===== config.mk =====
export PLATFORM = sky130hd
export DESIGN_NAME = fir_capture
export DESIGN_NICKNAME = d
export VERILOG_FILES = /design/src/rtl/fir_pkg.sv /design/src/rtl/sync_fifo.sv /design/src/rtl/fir_capture.sv
export SDC_FILE = /design/constraint.sdc
export NUM_CORES = 1
export LEC_CHECK = 0
export CAP_MARGIN = 10
export CORE_MARGIN = 1.5
export CORE_UTILIZATION = 45
export DETAILED_ROUTE_END_ITERATION = 10
export SYNTH_ARGS = -nofsm -noshare
export SYNTH_HDL_FRONTEND = slang
export SYNTH_HIERARCHICAL = 1
export SYNTH_SLANG_ARGS = --single-unit

===== constraint.sdc =====
create_clock -name clk -period 5.2 [get_ports clk]
set_input_delay 1.04 -clock clk [delete_from_list [all_inputs] [get_ports clk]]
set_output_delay 1.04 -clock clk [all_outputs]
set_load 0.02 [all_outputs]

===== src/rtl/fir_pkg.sv =====
// Shared types and defaults for the FIR datapath and its capture sink.
package fir_pkg;
  localparam int FIR_DATA_W = 8;

  typedef enum logic [1:0] {
    CAP_IDLE,
    CAP_SKIP,
    CAP_CAPTURE,
    CAP_DONE
  } cap_state_t;
endpackage


===== src/rtl/sync_fifo.sv =====
// Single-clock FIFO with occupancy counter, registered flags and a one-cycle registered read port.
module sync_fifo #(
  parameter  int DATA_W = 8,
  parameter  int DEPTH  = 16,
  localparam int AW     = $clog2(DEPTH),
  localparam int CW     = AW + 1
) (
  input  logic              clk,
  input  logic              rst,
  input  logic              wr_en,
  input  logic [DATA_W-1:0] wr_data,
  input  logic              rd_en,
  output logic              wr_accept,
  output logic [DATA_W-1:0] rd_data,
  output logic              rd_valid,
  output logic [CW-1:0]     count,
  output logic              full,
  output logic              empty
);
  logic [DATA_W-1:0] mem [DEPTH];
  logic [AW-1:0]     wr_ptr, rd_ptr;
  logic              pop;
  logic [CW-1:0]     count_nxt;

  // A pop in the same cycle frees the slot, so a write to a full FIFO still lands.
  assign pop       = rd_en && !empty;
  assign wr_accept = wr_en && (!full || pop);
  assign count_nxt = count + CW'(wr_accept) - CW'(pop);

  always_ff @(posedge clk) begin
    if (wr_accept) mem[wr_ptr] <= wr_data;
  end

  always_ff @(posedge clk or posedge rst) begin
    if (rst) begin
      wr_ptr   <= '0;
      rd_ptr   <= '0;
      count    <= '0;
      full     <= 1'b0;
      empty    <= 1'b1;
      rd_data  <= '0;
      rd_valid <= 1'b0;
    end else begin
      if (wr_accept) wr_ptr <= wr_ptr + 1'b1;
      if (pop) begin
        rd_ptr  <= rd_ptr + 1'b1;
        rd_data <= mem[rd_ptr];
      end
      rd_valid <= pop;
      count    <= count_nxt;
      full     <= (count_nxt == CW'(DEPTH));
      empty    <= (count_nxt == '0);
    end
  end
endmodule


===== src/rtl/fir_capture.sv =====
// Capture sink behind the FIR: skips leading samples, stores a fixed-length window
// into a FIFO and accumulates the sum of accepted samples.
module fir_capture
  import fir_pkg::*;
#(
  parameter  int DATA_W = FIR_DATA_W,
  parameter  int DEPTH  = 16,
  parameter  int SKIP_W = 4,
  parameter  int LEN_W  = 8,
  localparam int CW     = $clog2(DEPTH) + 1,
  localparam int SW     = DATA_W + LEN_W
) (
  input  logic              clk,
  input  logic              rst,
  input  logic              start,
  input  logic [SKIP_W-1:0] skip,
  input  logic [LEN_W-1:0]  len,
  input  logic [DATA_W-1:0] sample_in,
  input  logic              rd_en,
  output logic [DATA_W-1:0] rd_data,
  output logic              rd_valid,
  output logic [CW-1:0]     count,
  output logic              full,
  output logic              empty,
  output logic              busy,
  output logic              done,
  output logic              overflow,
  output logic [SW-1:0]     sum
);
  cap_state_t        state;
  logic [SKIP_W-1:0] skip_cnt;
  logic [LEN_W-1:0]  rem;
  logic              wr_en, wr_accept;

  assign wr_en = (state == CAP_CAPTURE);

  sync_fifo #(.DATA_W(DATA_W), .DEPTH(DEPTH)) u_fifo (
    .clk       (clk),
    .rst       (rst),
    .wr_en     (wr_en),
    .wr_data   (sample_in),
    .rd_en     (rd_en),
    .wr_accept (wr_accept),
    .rd_data   (rd_data),
    .rd_valid  (rd_valid),
    .count     (count),
    .full      (full),
    .empty     (empty)
  );

  always_ff @(posedge clk or posedge rst) begin
    if (rst) begin
      state    <= CAP_IDLE;
      skip_cnt <= '0;
      rem      <= '0;
      sum      <= '0;
      overflow <= 1'b0;
      busy     <= 1'b0;
      done     <= 1'b0;
    end else begin
      case (state)
        CAP_IDLE, CAP_DONE: begin
          if (start) begin
            skip_cnt <= skip;
            rem      <= len;
            sum      <= '0;
            overflow <= 1'b0;
            if (len == '0) begin
              state <= CAP_DONE;
              busy  <= 1'b0;
              done  <= 1'b1;
            end else begin
              state <= (skip != '0) ? CAP_SKIP : CAP_CAPTURE;
              busy  <= 1'b1;
              done  <= 1'b0;
            end
          end
        end
        CAP_SKIP: begin
          skip_cnt <= skip_cnt - 1'b1;
          if (skip_cnt == SKIP_W'(1)) state <= CAP_CAPTURE;
        end
        CAP_CAPTURE: begin
          // A dropped sample still consumes a slot of the capture window.
          if (wr_accept) sum <= sum + {{LEN_W{1'b0}}, sample_in};
          else           overflow <= 1'b1;
          rem <= rem - 1'b1;
          if (rem == LEN_W'(1)) begin
            state <= CAP_DONE;
            busy  <= 1'b0;
            done  <= 1'b1;
          end
        end
        default: begin
          state <= CAP_IDLE;
          busy  <= 1'b0;
          done  <= 1'b0;
        end
      endcase
    end
  end
endmodule


==> summary.md, run 1 <==
| Metric | Value |
|---|---|
| Status | finished, violations left |
| Failing checks | DRC |
| Flop2flop setup slack | 1.38 ns |
| Tmin final | 3.82 ns |
| Residual DRC | 6 |
| Clock Pin Slew Worst Setup and Hold Paths | 0.06 ns |
| Slowest-stage cell, CP | ha_1 |
| Number of diodes | 0 |
| Cell count of the worst hold path | 2 |
| Register area | 5270 um2 |
| DR iter-0 viols | 319 |
| Multi-input logic area | 2830 um2 |
| Synth Cell Area | 8380 um2 |
| Dpl hpwl | 12.1 mm |
| Number of synthesized flops with an enable pin | 128 |
| Crit path from | state[0]$_DFFE_PP0P_ |
| Die ar. | 19500 um2 |
| FF-to-FF Start | state[0]$_DFFE_PP0P_ |
| Leak | 3.61 nW |
| Core ar. | 18100 um2 |
| Worst setup EP type | flip-flop |
| Netlist cell types | 60 |
| Area leader, netlist | edfxtp_1 |
| Share of post-route cells with drive strength above 1 | 0.0831 |
| Worst path cell trace | inv_1 > ha_1 > a21boi_4 > inv_1 > ha_1 > inv_1 > ha_1 > inv_1 > fa_1 > inv_1 > or3_1 > nor4_1 |
| Final net count | 724 |
| # IOs | 59 |
| Initial antenna violation count | 0 |
| RSZ-0062 raised after global routing | no |
| CTS Buffer Depth | 2 |
| CP Launch Type | flip-flop |
| Buf/Inv on CP | 5 |
| Clk pwr share | 0.233 |
| Max_cap viols | 0 |
| Starting Density | 0.462 |
| Hold Fails Final Rpt | 0 |
| Switching power | 1.94 mW |
| Setup TNS | 0 ns |
| Chip width | 140 um |
| CTS tree | yes |
| Vias per cell | 5.58 |
| Seq pwr share | 0.394 |
| Chip Height | 140 um |
| Final setup fails | 0 |
| Worst-Skew Late Latency | 0.42 ns |
| Rel. slew slack | 0.255 |
| Critical path peak fanout | 30 |
| Final core occ | 0.534 |
| Worst Hold End | u_fifo/rd_data[6]$_DFFE_PP0P_ |
| VDD IR max | 0.326 mV |
| Most Frequent Cell on Critical Path | inv_1 |
| Post-synth top cells | edfxtp_1, mux2i_1, dfrtp_1 |
| Slowest Stage Delay on Critical Path | 0.90 ns |
| CTS Root Cell | clkbuf_16 |
| Synth warn | 6 |
| TritonCTS Buffers | 17 |
| Buffers on Ports | 58 |
| Switch share | 0.362 |
| Synth top area cells | edfxtp_1, dfrtp_1, mux2i_1, ha_1, mux4_2 |
| Vias | 5109 |
| PD cells | 554 nW/um2 |
| First-pass GRT wire length | 28.0 mm |
| Synthesis-to-layout area growth | 15.6% |
| Initial DRT Pass Iterations | 7 |
| Crit Path Category | reg2reg |
| R2r endpoint | u_fifo/empty$_DFF_PP1_ |
| Cell internal pwr | 3.43 mW |
| Worst slew pin tran | 1.11 ns |
| Most common cell in the netlist | edfxtp_1 |
| Final Max Tran Viols | 0 |
| Synth Flop Type | edfxtp_1 |
| FF-to-FF path depth | 12 |
| CTS Hold Bufs | 0 |
| Row count | 49 |
| Largest delay contributor family on the critical path | adder cells |
| Syn_nets | 663 |
| Combinational share of power | 0.373 |
| Post-CTS Setup Bufs | 0 |
| Syn avg cell area | 13.7 um2 |
| Worst endpoint required time | 5.52 ns |
| Largest net degree at the start of global routing | 34 |
| Type of the tightest min-delay check | reg2reg |
| Area after DPL | 9120 um2 |
| Seq/Total Area, Yosys | 0.629 |
| CTS H-tree lvls | 4 |
| FFs w/ async S/R, synth | 0.308 |
| #FFs+latches synth | 185 |
| Layout fillers | 1520 |
| Period utilization | 0.735 |
| Synth top area share | 0.458 |
| Total track usage | 0.192 |
| Sink Count | 185 |
| Clk_skew | 0.00446 ns |
| Highest clock rate | 262 MHz |
| Total Wirelength | 17.9 mm |
| Placer Congestion | 0.799 |
| Vias in the first global route | 5088 |
| Hold path startpoint | u_fifo/rd_data[6]$_DFFE_PP0P_ |
| PostCTS Resize Cnt | 0 |
| Synthesized instance count | 612 |
| Aggregate global routing overflow | 0 |
| WP data arrival | 4.14 ns |
| Tot Pwr | 5.37 mW |
| Final instance area | 9690 um2 |
| Routed WL per cell | 19.6 um |
| Post-route ant nets | 0 |
-- power by group through the flow --
stage	registers, mW	clock network (mW)	logic, mW
floorplan	2.11	0	1.51
global placement	2.14	0	1.96
detailed placement	2.15	0	2.00
CTS	2.13	1.28	2.01
global route	2.16	1.34	2.21
finish	2.12	1.25	2.00
-- registers in the layout, indices dropped and copies added (netlist names) --
name,cells
u_fifo/rd_data,8
u_fifo/rd_valid,1
busy,1
rem,8
u_fifo/empty,1
u_fifo/count,5
sum,16
u_fifo/mem,128
u_fifo/rd_ptr,4
skip_cnt,4
u_fifo/full,1
u_fifo/wr_ptr,4
state,2
overflow,1
done,1
-- worst register-to-register path: cells and delay by family, from the launching register on --
family                   cells  cell delay, ns
adder cells (fa/ha/maj)      4            1.83
buffers and inverters        5            0.34
AND/OR/NAND/NOR              2            0.62
AO/OA/AOI/OAI                1            0.54
flip-flops                   1            0.40
-- area by class of cell --
type	instances	share of cell area
clock buffer	21	0.0465
clock inverter	11	0.0128
multi-input combinational	379	0.292
tap	229	0.0296
inverter	25	0.00968
sequential	185	0.544
timing repair buffer	65	0.0653
-- metrics by stage --
stage | hold slack [ns] | std cells | setup WS, ns
after floorplan | 0.473 | 612 | 2.08
after global placement | 0.475 | 883 | 1.23
after detailed placement | 0.482 | 883 | 1.09
after CTS | 0.497 | 915 | 1.33
after global routing | 0.539 | 915 | 1.08
final | 0.492 | 915 | 1.38
-- placed cells by master, fill, tap and decap left out, types with 5 or more instances in the layout --
cell	n
nand2b_1	15
clkdlybuf4s50_1	58
buf_4	7
nor2_1	35
dfrtp_1	55
nand4_1	5
a21oi_1	28
mux2i_1	59
inv_1	25
ha_1	25
a22oi_1	18
mux4_2	10
a21o_1	5
nor3_1	6
nand2_1	38
xnor2_1	10
or4_1	5
clkbuf_16	17
edfxtp_1	128
xor2_1	5
nand3_1	22
o21ai_0	25
-- routing by layer --
metal	global-route usage	part of all wire
met4	0.0644	0.011
met3	0.0385	0.030
met2	0.315	0.49
met5	0	0
met1	0.256	0.46
-- logic make-up (layout without fill, tap and decap cells) --
logic type	Yosys count	after routing	share of synthesized area
DFF	185	185	0.629
adders and majority gates	27	27	0.0421
AOI/OAI and AO/OA	111	111	0.0874
and+or+nand+nor	156	156	0.0937
buffers and inverters	48	122	0.0337
muxes	70	70	0.0986
xor gates and xnor gates	15	15	0.0157
-- how the worst max path moves through the flow --
stage,endpoint,cells after the start,slack (ns)
floorplan,u_fifo/empty$_DFF_PP1_,11,2.08
global placement,u_fifo/empty$_DFF_PP1_,12,1.23
detailed placement,u_fifo/empty$_DFF_PP1_,12,1.09
CTS,u_fifo/empty$_DFF_PP1_,12,1.33
global route,u_fifo/full$_DFF_PP0_,13,1.08
finish,u_fifo/empty$_DFF_PP1_,12,1.38
No activity file was read; power rests on OpenSTA's default activity.
==> run 2, diff against run 1 <==
- PLACE_DENSITY: default -> 0.66
- clock period: 5.2 -> 3.1 ns (I/O delays scaled with it)
==> run 2 against run 1 <==
Compared with the run above: the run still ends with DRC left; register-to-register slack worse by 1.1 ns; via count increased by 5.3%; core utilization increased by 1.3 points; worst setup slack worse by 1.2 ns; global-route usage is 0.76 points higher; sequential power rose by 65%; final cell count up 3.4%; die area stayed put; combinational power rose by 75%; critical endpoint is now u_fifo/full$_DFF_PP0_.
==> summary.md, run 2 (synthesis gave the netlist of run 1 again) <==
| Metric | Value |
|---|---|
| Worst path cell trace | clkdlybuf4s50_1 > nand2b_4 > a21boi_4 > inv_1 > ha_1 > inv_1 > ha_1 > inv_1 > fa_1 > nor2b_1 > o21ai_1 > and3_1 > nor4_1 |
| Highest clock rate | 340 MHz |
| Worst endpoint required time | 3.41 ns (-2.11 ns) |
| Biggest register | u_fifo/mem |
| Synthesis-to-layout area growth | 18.5% |
| Buffers on Ports | 58 (unchanged) |
| Crit Path Category | in2reg |
| Worst slew pin tran | 0.807 ns (-0.306 ns) |
| FF-to-FF path depth | 13 (+1) |
| Share of post-route cells with drive strength above 1 | 0.127 (+0.0438) |
| Type of the tightest min-delay check | reg2reg |
| CTS H-tree lvls | 4 (unchanged) |
| RSZ-0062 raised after global routing | no |
| Tmin final | 2.94 ns |
| Area after DPL | 9350 um2 (+2.6%) |
| First-pass GRT wire length | 29.5 mm (+5.4%) |
| Leak | 3.78 nW (+4.7%) |
| Status | finished, violations left |
| DR iter-0 viols | 305 (-4.4%) |
| PostCTS Resize Cnt | 0 (unchanged) |
| Post-route ant nets | 0 (unchanged) |
| Pre-CTS WS | -0.307 ns (-1.40 ns) |
| Most frequent cells in the layout | edfxtp_1, mux2i_1, clkdlybuf4s50_1 |
| Hold Fails Final Rpt | 0 (unchanged) |
| WP data arrival | 3.25 ns (-0.89 ns) |
| VDD IR max | 0.553 mV (+70%) |
| Row count | 49 (unchanged) |
| PD cells | 920 nW/um2 (+66%) |
| Hold path startpoint | done$_DFFE_PP0P_ |
| CTS Root Cell | clkbuf_16 |
| Slowest-stage cell, CP | clkdlybuf4s50_1 |
| Post-CTS Setup Bufs | 0 (unchanged) |
| CTS Buffer Depth | 2 (unchanged) |
| Chip width | 140 um (unchanged) |
| Vias per cell | 5.69 (+1.9%) |
| Placer Congestion | 0.841 (+5.3%) |
| Vias in the first global route | 5510 (+8.3%) |
| Largest net degree at the start of global routing | 34 (unchanged) |
| Die ar. | 19500 um2 (unchanged) |
| Aggregate global routing overflow | 0 (unchanged) |
| Critical path peak fanout | 4 (-87%) |
| Dpl hpwl | 13.1 mm (+8.0%) |
| Final setup fails | 0 (unchanged) |
| Max_cap viols | 0 (unchanged) |
| Crit path from | rd_en |
| Fin worst setup slack | 0.156 ns (-1.22 ns) |
| Layout fillers | 1494 (-1.7%) |
| Most Frequent Cell on Critical Path | inv_1 |
| Max reg flops | 128 (unchanged) |
| Routed WL per cell | 19.6 um (about the same) |
| Initial DRT Pass Iterations | 8 (+1) |
| # IOs | 59 (unchanged) |
| Chip Height | 140 um (unchanged) |
| Residual DRC | 4 (-2) |
| Clk_skew | 0.00695 ns (+0.00249 ns) |
| TritonCTS Buffers | 17 (unchanged) |
| Cell count of the worst hold path | 1 (-1) |
| Total Wirelength | 18.5 mm (+3.4%) |
| Period utilization | 0.950 |
| Worst-Skew Late Latency | 0.43 ns (about the same) |
| Final net count | 755 (+4.3%) |
| WHS | 0.501 ns (+0.00826 ns) |
| CTS tree | yes |
| Number of diodes | 0 (unchanged) |
| Clock Pin Slew Worst Setup and Hold Paths | 0.07 ns (about the same) |
| CP Launch Type | input port |
| Sink Count | 185 (unchanged) |
| Total track usage | 0.199 (+0.00762) |
| Final instance area | 9930 um2 (+2.5%) |
| CTS Hold Bufs | 0 (unchanged) |
| Rel. slew slack | 0.461 (+0.206) |
| Worst setup EP type | flip-flop |
| Slowest Stage Delay on Critical Path | 0.57 ns (-0.33 ns) |
| Final Max Tran Viols | 0 (unchanged) |
| Placed insts | 914 (+3.5%) |
| Most common cell after layout, fill and taps aside | edfxtp_1 |
| Failing checks | DRC |
| Starting Density | 0.462 (unchanged) |
| Core ar. | 18100 um2 (unchanged) |
| Biggest regs | u_fifo/mem x128, sum x16 |
| Initial antenna violation count | 1 (+1) |
| Final Non-Filler Cells | 946 (+3.4%) |
| Vias | 5381 (+5.3%) |
| FF-to-FF Start | state[0]$_DFFE_PP0P_ |
## run 2: worst paths after layout
kind / slack (ns) / endpoint
max: 0.16 / u_fifo/full$_DFF_PP0_
min reg2reg: 0.50 / done$_DFFE_PP0P_
min: 0.50 / done$_DFFE_PP0P_
max in group asynchronous: 1.74 / u_fifo/empty$_DFF_PP1_
min in group asynchronous: 0.64 / skip_cnt[0]$_DFFE_PP0P_
max reg2reg: 0.26 / u_fifo/full$_DFF_PP0_
## run 2: critical path, delay by kind of cell
family	cells	cell delay [ns]
fa+ha+maj	3	0.84
simple gates	4	0.78
buf+inv	4	0.74
compound gates	2	0.27
## run 2: layout make-up
| type | count | area [um2] | area share |
|---|---|---|---|
| multi-input combinational | 379 | 2830 | 0.285 |
| tap | 229 | 287 | 0.0288 |
| timing repair buffer | 96 | 866 | 0.0872 |
| clock inverter | 13 | 130 | 0.0131 |
| clock buffer | 19 | 453 | 0.0456 |
| inverter | 25 | 93.8 | 0.00945 |
| sequential | 185 | 5270 | 0.531 |
## run 2: metrics by stage
| stage | setup TNS, ns | utilization | total power, mW |
|---|---|---|---|
| after global routing | 0 | 0.547 | 9.67 |
| after CTS | 0 | 0.547 | 9.20 |
| after global placement | -0.175 | 0.515 | 6.92 |
| after floorplan | 0 | - | 6.07 |
| after detailed placement | -0.586 | 0.515 | 7.06 |
| final | 0 | 0.547 | 9.14 |
## run 2: report_power, final
part / internal (mW) / switching (mW)
Clock: 1.17 / 0.959
Combinational: 1.52 / 1.98
Sequential: 3.08 / 0.421
## run 2: per-layer routing
layer	track usage	share of wire
met5	0	0.00065
met4	0.0700	0.021
met3	0.0454	0.048
met2	0.333	0.49
met1	0.257	0.44
==> run 3, diff against run 2 <==
- REMOVE_ABC_BUFFERS: default -> 1
==> run 3 against run 2 <==
Compared with the run above: the run still ends with DRC left; flip-flop and latch count did not move; worst setup slack improved by 0.045 ns; first-iteration DRC count grew 9.5%; global-route usage rose by 0.12 points; critical path depth unchanged; via count is 2.9% lower; count of clock-buffer cells in the layout rose by 4; critical endpoint unchanged.
==> summary.md, run 3 (synthesis gave the netlist of run 1 again) <==
| Metric | Value |
|---|---|
| Tot Pwr | 9.25 mW (+1.3%) |
| CTS Root Cell | clkbuf_16 |
| WHS | 0.501 ns (+0.000635 ns) |
| CTS Hold Bufs | 0 (unchanged) |
| Max_cap viols | 0 (unchanged) |
| Crit path from | rd_en |
| Die ar. | 19500 um2 (unchanged) |
| Largest net degree at the start of global routing | 34 (unchanged) |
| Final net count | 755 (unchanged) |
| Vias in the first global route | 5485 (-0.45%) |
| # IOs | 59 (unchanged) |
| Pre-CTS WS | -0.286 ns (+0.0214 ns) |
| Initial antenna violation count | 0 (-1) |
| Worst path cell trace | clkdlybuf4s50_1 > nand2b_4 > a21boi_4 > inv_1 > ha_1 > inv_1 > ha_1 > inv_1 > fa_1 > nor2b_1 > o21ai_1 > and3_1 > nor4_1 |
| RSZ-0062 raised after global routing | no |
| Dpl hpwl | 13.3 mm (+1.7%) |
| Combinational share of power | 0.385 (+0.002) |
| CP Launch Type | input port |
| Final Non-Filler Cells | 946 (unchanged) |
| Status | finished, violations left |
| Crit Path Category | in2reg |
| FF-to-FF path depth | 13 (unchanged) |
| Sink Count | 185 (unchanged) |
| Number of diodes | 0 (unchanged) |
| Chip width | 140 um (unchanged) |
| Final instance area | 9970 um2 (+0.38%) |
| Total track usage | 0.201 (+0.00116) |
| Core ar. | 18100 um2 (unchanged) |
| Seq pwr share | 0.380 (-0.003) |
| CTS tree | yes |
| Crit path depth | 13 (unchanged) |
| Largest delay contributor family on the critical path | adder cells |
| Area after DPL | 9360 um2 (+0.13%) |
| Flop2flop setup slack | 0.24 ns (-0.02 ns) |
| Clock Pin Slew Worst Setup and Hold Paths | 0.06 ns (about the same) |
| WP data arrival | 3.20 ns (-0.05 ns) |
| Highest clock rate | 345 MHz (+1.6%) |
| Switch share | 0.362 (-0.00570) |
| Slowest-stage cell, CP | clkdlybuf4s50_1 |
| Placer Congestion | 0.876 (+4.2%) |
| First-pass GRT wire length | 29.3 mm (-0.77%) |
| Share of post-route cells with drive strength above 1 | 0.126 (-0.00139) |
| Setup TNS | 0 ns (unchanged) |
| Most common cell after layout, fill and taps aside | edfxtp_1 |
| Starting Density | 0.462 (unchanged) |
| Rel. slew slack | 0.389 (-0.0723) |
| FF-to-FF Start | state[0]$_DFFE_PP0P_ |
| Final setup fails | 0 (unchanged) |
| Post-CTS Setup Bufs | 0 (unchanged) |
| Routed WL per cell | 19.7 um (+0.59%) |
| Row count | 49 (unchanged) |
| Biggest register | u_fifo/mem |
| Residual DRC | 5 (+1) |
| Most frequent cells in the layout | edfxtp_1, mux2i_1, clkdlybuf4s50_1 |
| Post-route ant nets | 0 (unchanged) |
| Buf/Inv on CP | 4 (unchanged) |
| Clk pwr share | 0.235 (+0.002) |
| Biggest regs | u_fifo/mem x128, sum x16 |
| Critical path peak fanout | 4 (unchanged) |
| Initial DRT Pass Iterations | 7 (-1) |
| Failing checks | DRC |
| CTS H-tree lvls | 4 (unchanged) |
| Vias | 5223 (-2.9%) |
| Fin worst setup slack | 0.201 ns (+0.0454 ns) |
| VDD IR max | 0.520 mV (-6.0%) |
| Max reg flops | 128 (unchanged) |
| PostCTS Resize Cnt | 0 (unchanged) |
| Register area | 5270 um2 (unchanged) |
| Chip Height | 140 um (unchanged) |
| Slowest Stage Delay on Critical Path | 0.55 ns (-0.02 ns) |
| DR iter-0 viols | 334 (+9.5%) |
| Layout fillers | 1487 (-0.47%) |
| Total Wirelength | 18.6 mm (+0.59%) |
| PD cells | 928 nW/um2 (+0.87%) |
| Clk_skew | 0.00998 ns (+0.00302 ns) |
| Multi-input logic area | 2830 um2 (unchanged) |
| Synthesis-to-layout area growth | 18.9% |
| CTS Buffer Depth | 2 (unchanged) |
| R2r endpoint | u_fifo/full$_DFF_PP0_ |
| Tmin final | 2.90 ns (-0.0454 ns) |
| Most Frequent Cell on Critical Path | inv_1 |
| Switching power | 3.35 mW (-0.31%) |
| Vias per cell | 5.52 (-2.9%) |
| Leak | 3.80 nW (+0.40%) |
| Worst endpoint required time | 3.40 ns (about the same) |
| Placed insts | 914 (unchanged) |
| Worst slew pin tran | 0.915 ns (+0.107 ns) |
| Cell internal pwr | 5.90 mW (+2.2%) |
| Final Max Tran Viols | 0 (unchanged) |
| Hold Fails Final Rpt | 0 (unchanged) |
| Type of the tightest min-delay check | reg2reg |
| Aggregate global routing overflow | 0 (unchanged) |
| Period utilization | 0.935 (-0.0147) |
| Worst setup path end | u_fifo/full$_DFF_PP0_ |
| Worst setup EP type | flip-flop |
| Worst-Skew Late Latency | 0.43 ns (about the same) |
| TritonCTS Buffers | 17 (unchanged) |
| Final core occ | 0.549 (+0.00207) |
| Buffers on Ports | 58 (unchanged) |
run 3: cell types whose count changed in the layout (fill, tap and decap cells not counted):
cell	delta
inv_6	-4
inv_4	+1
clkinv_1	-1
clkbuf_1	+2
buf_4	-1
clkbuf_16	+2
buf_12	+1
run 3: layout make-up:
type                    instances  area share
clock buffers                  23      0.0512
clock inverters                 9     0.00979
inverters                      25     0.00941
multi-input cells             379       0.284
flip-flops and latches        185       0.529
well taps                     229      0.0287
repair buffers                 96      0.0881
run 3: routing by layer:
metal | vias up | track usage | part of all wire
li1 | 2479 | - | -
met1 | 2606 | 0.250 | 0.43
met2 | 121 | 0.342 | 0.51
met3 | 17 | 0.0471 | 0.045
met4 | 0 | 0.0711 | 0.017
met5 | - | 0 | 0
run 3: worst min-delay path by stage:
stage                                              from                             to  slack [ns]  cells past startpoint
final                                  done$_DFFE_PP0P_               done$_DFFE_PP0P_        0.50                      1
after detailed placement               done$_DFFE_PP0P_               done$_DFFE_PP0P_        0.49                      1
after global routing                   done$_DFFE_PP0P_               done$_DFFE_PP0P_        0.52                      1
after CTS                              done$_DFFE_PP0P_               done$_DFFE_PP0P_        0.51                      1
after global placement    u_fifo/rd_data[7]$_DFFE_PP0P_  u_fifo/rd_data[7]$_DFFE_PP0P_        0.47                      2
after floorplan                      rem[1]$_DFFE_PP0P_             rem[1]$_DFFE_PP0P_        0.47                      2
run 3: worst reg2reg max path, cell delays in order (launching register included):
cell and delay, ns:
dfrtp_1 0.40, inv_1 0.08, ha_1 0.26, a21boi_4 0.22, inv_1 0.06, ha_1 0.28, inv_1 0.06, ha_1 0.15
inv_1 0.06, fa_1 0.40, nor2b_1 0.13, o21ai_1 0.10, and3_1 0.22, nor4_1 0.32
run 3: power by group through the flow:
stage	Combinational [mW]	Clock, mW	Sequential (mW)
CTS	3.58	2.22	3.52
detailed placement	3.56	0	3.56
floorplan	2.14	0	3.72
global route	3.91	2.32	3.58
global placement	3.45	0	3.54
finish	3.56	2.18	3.51
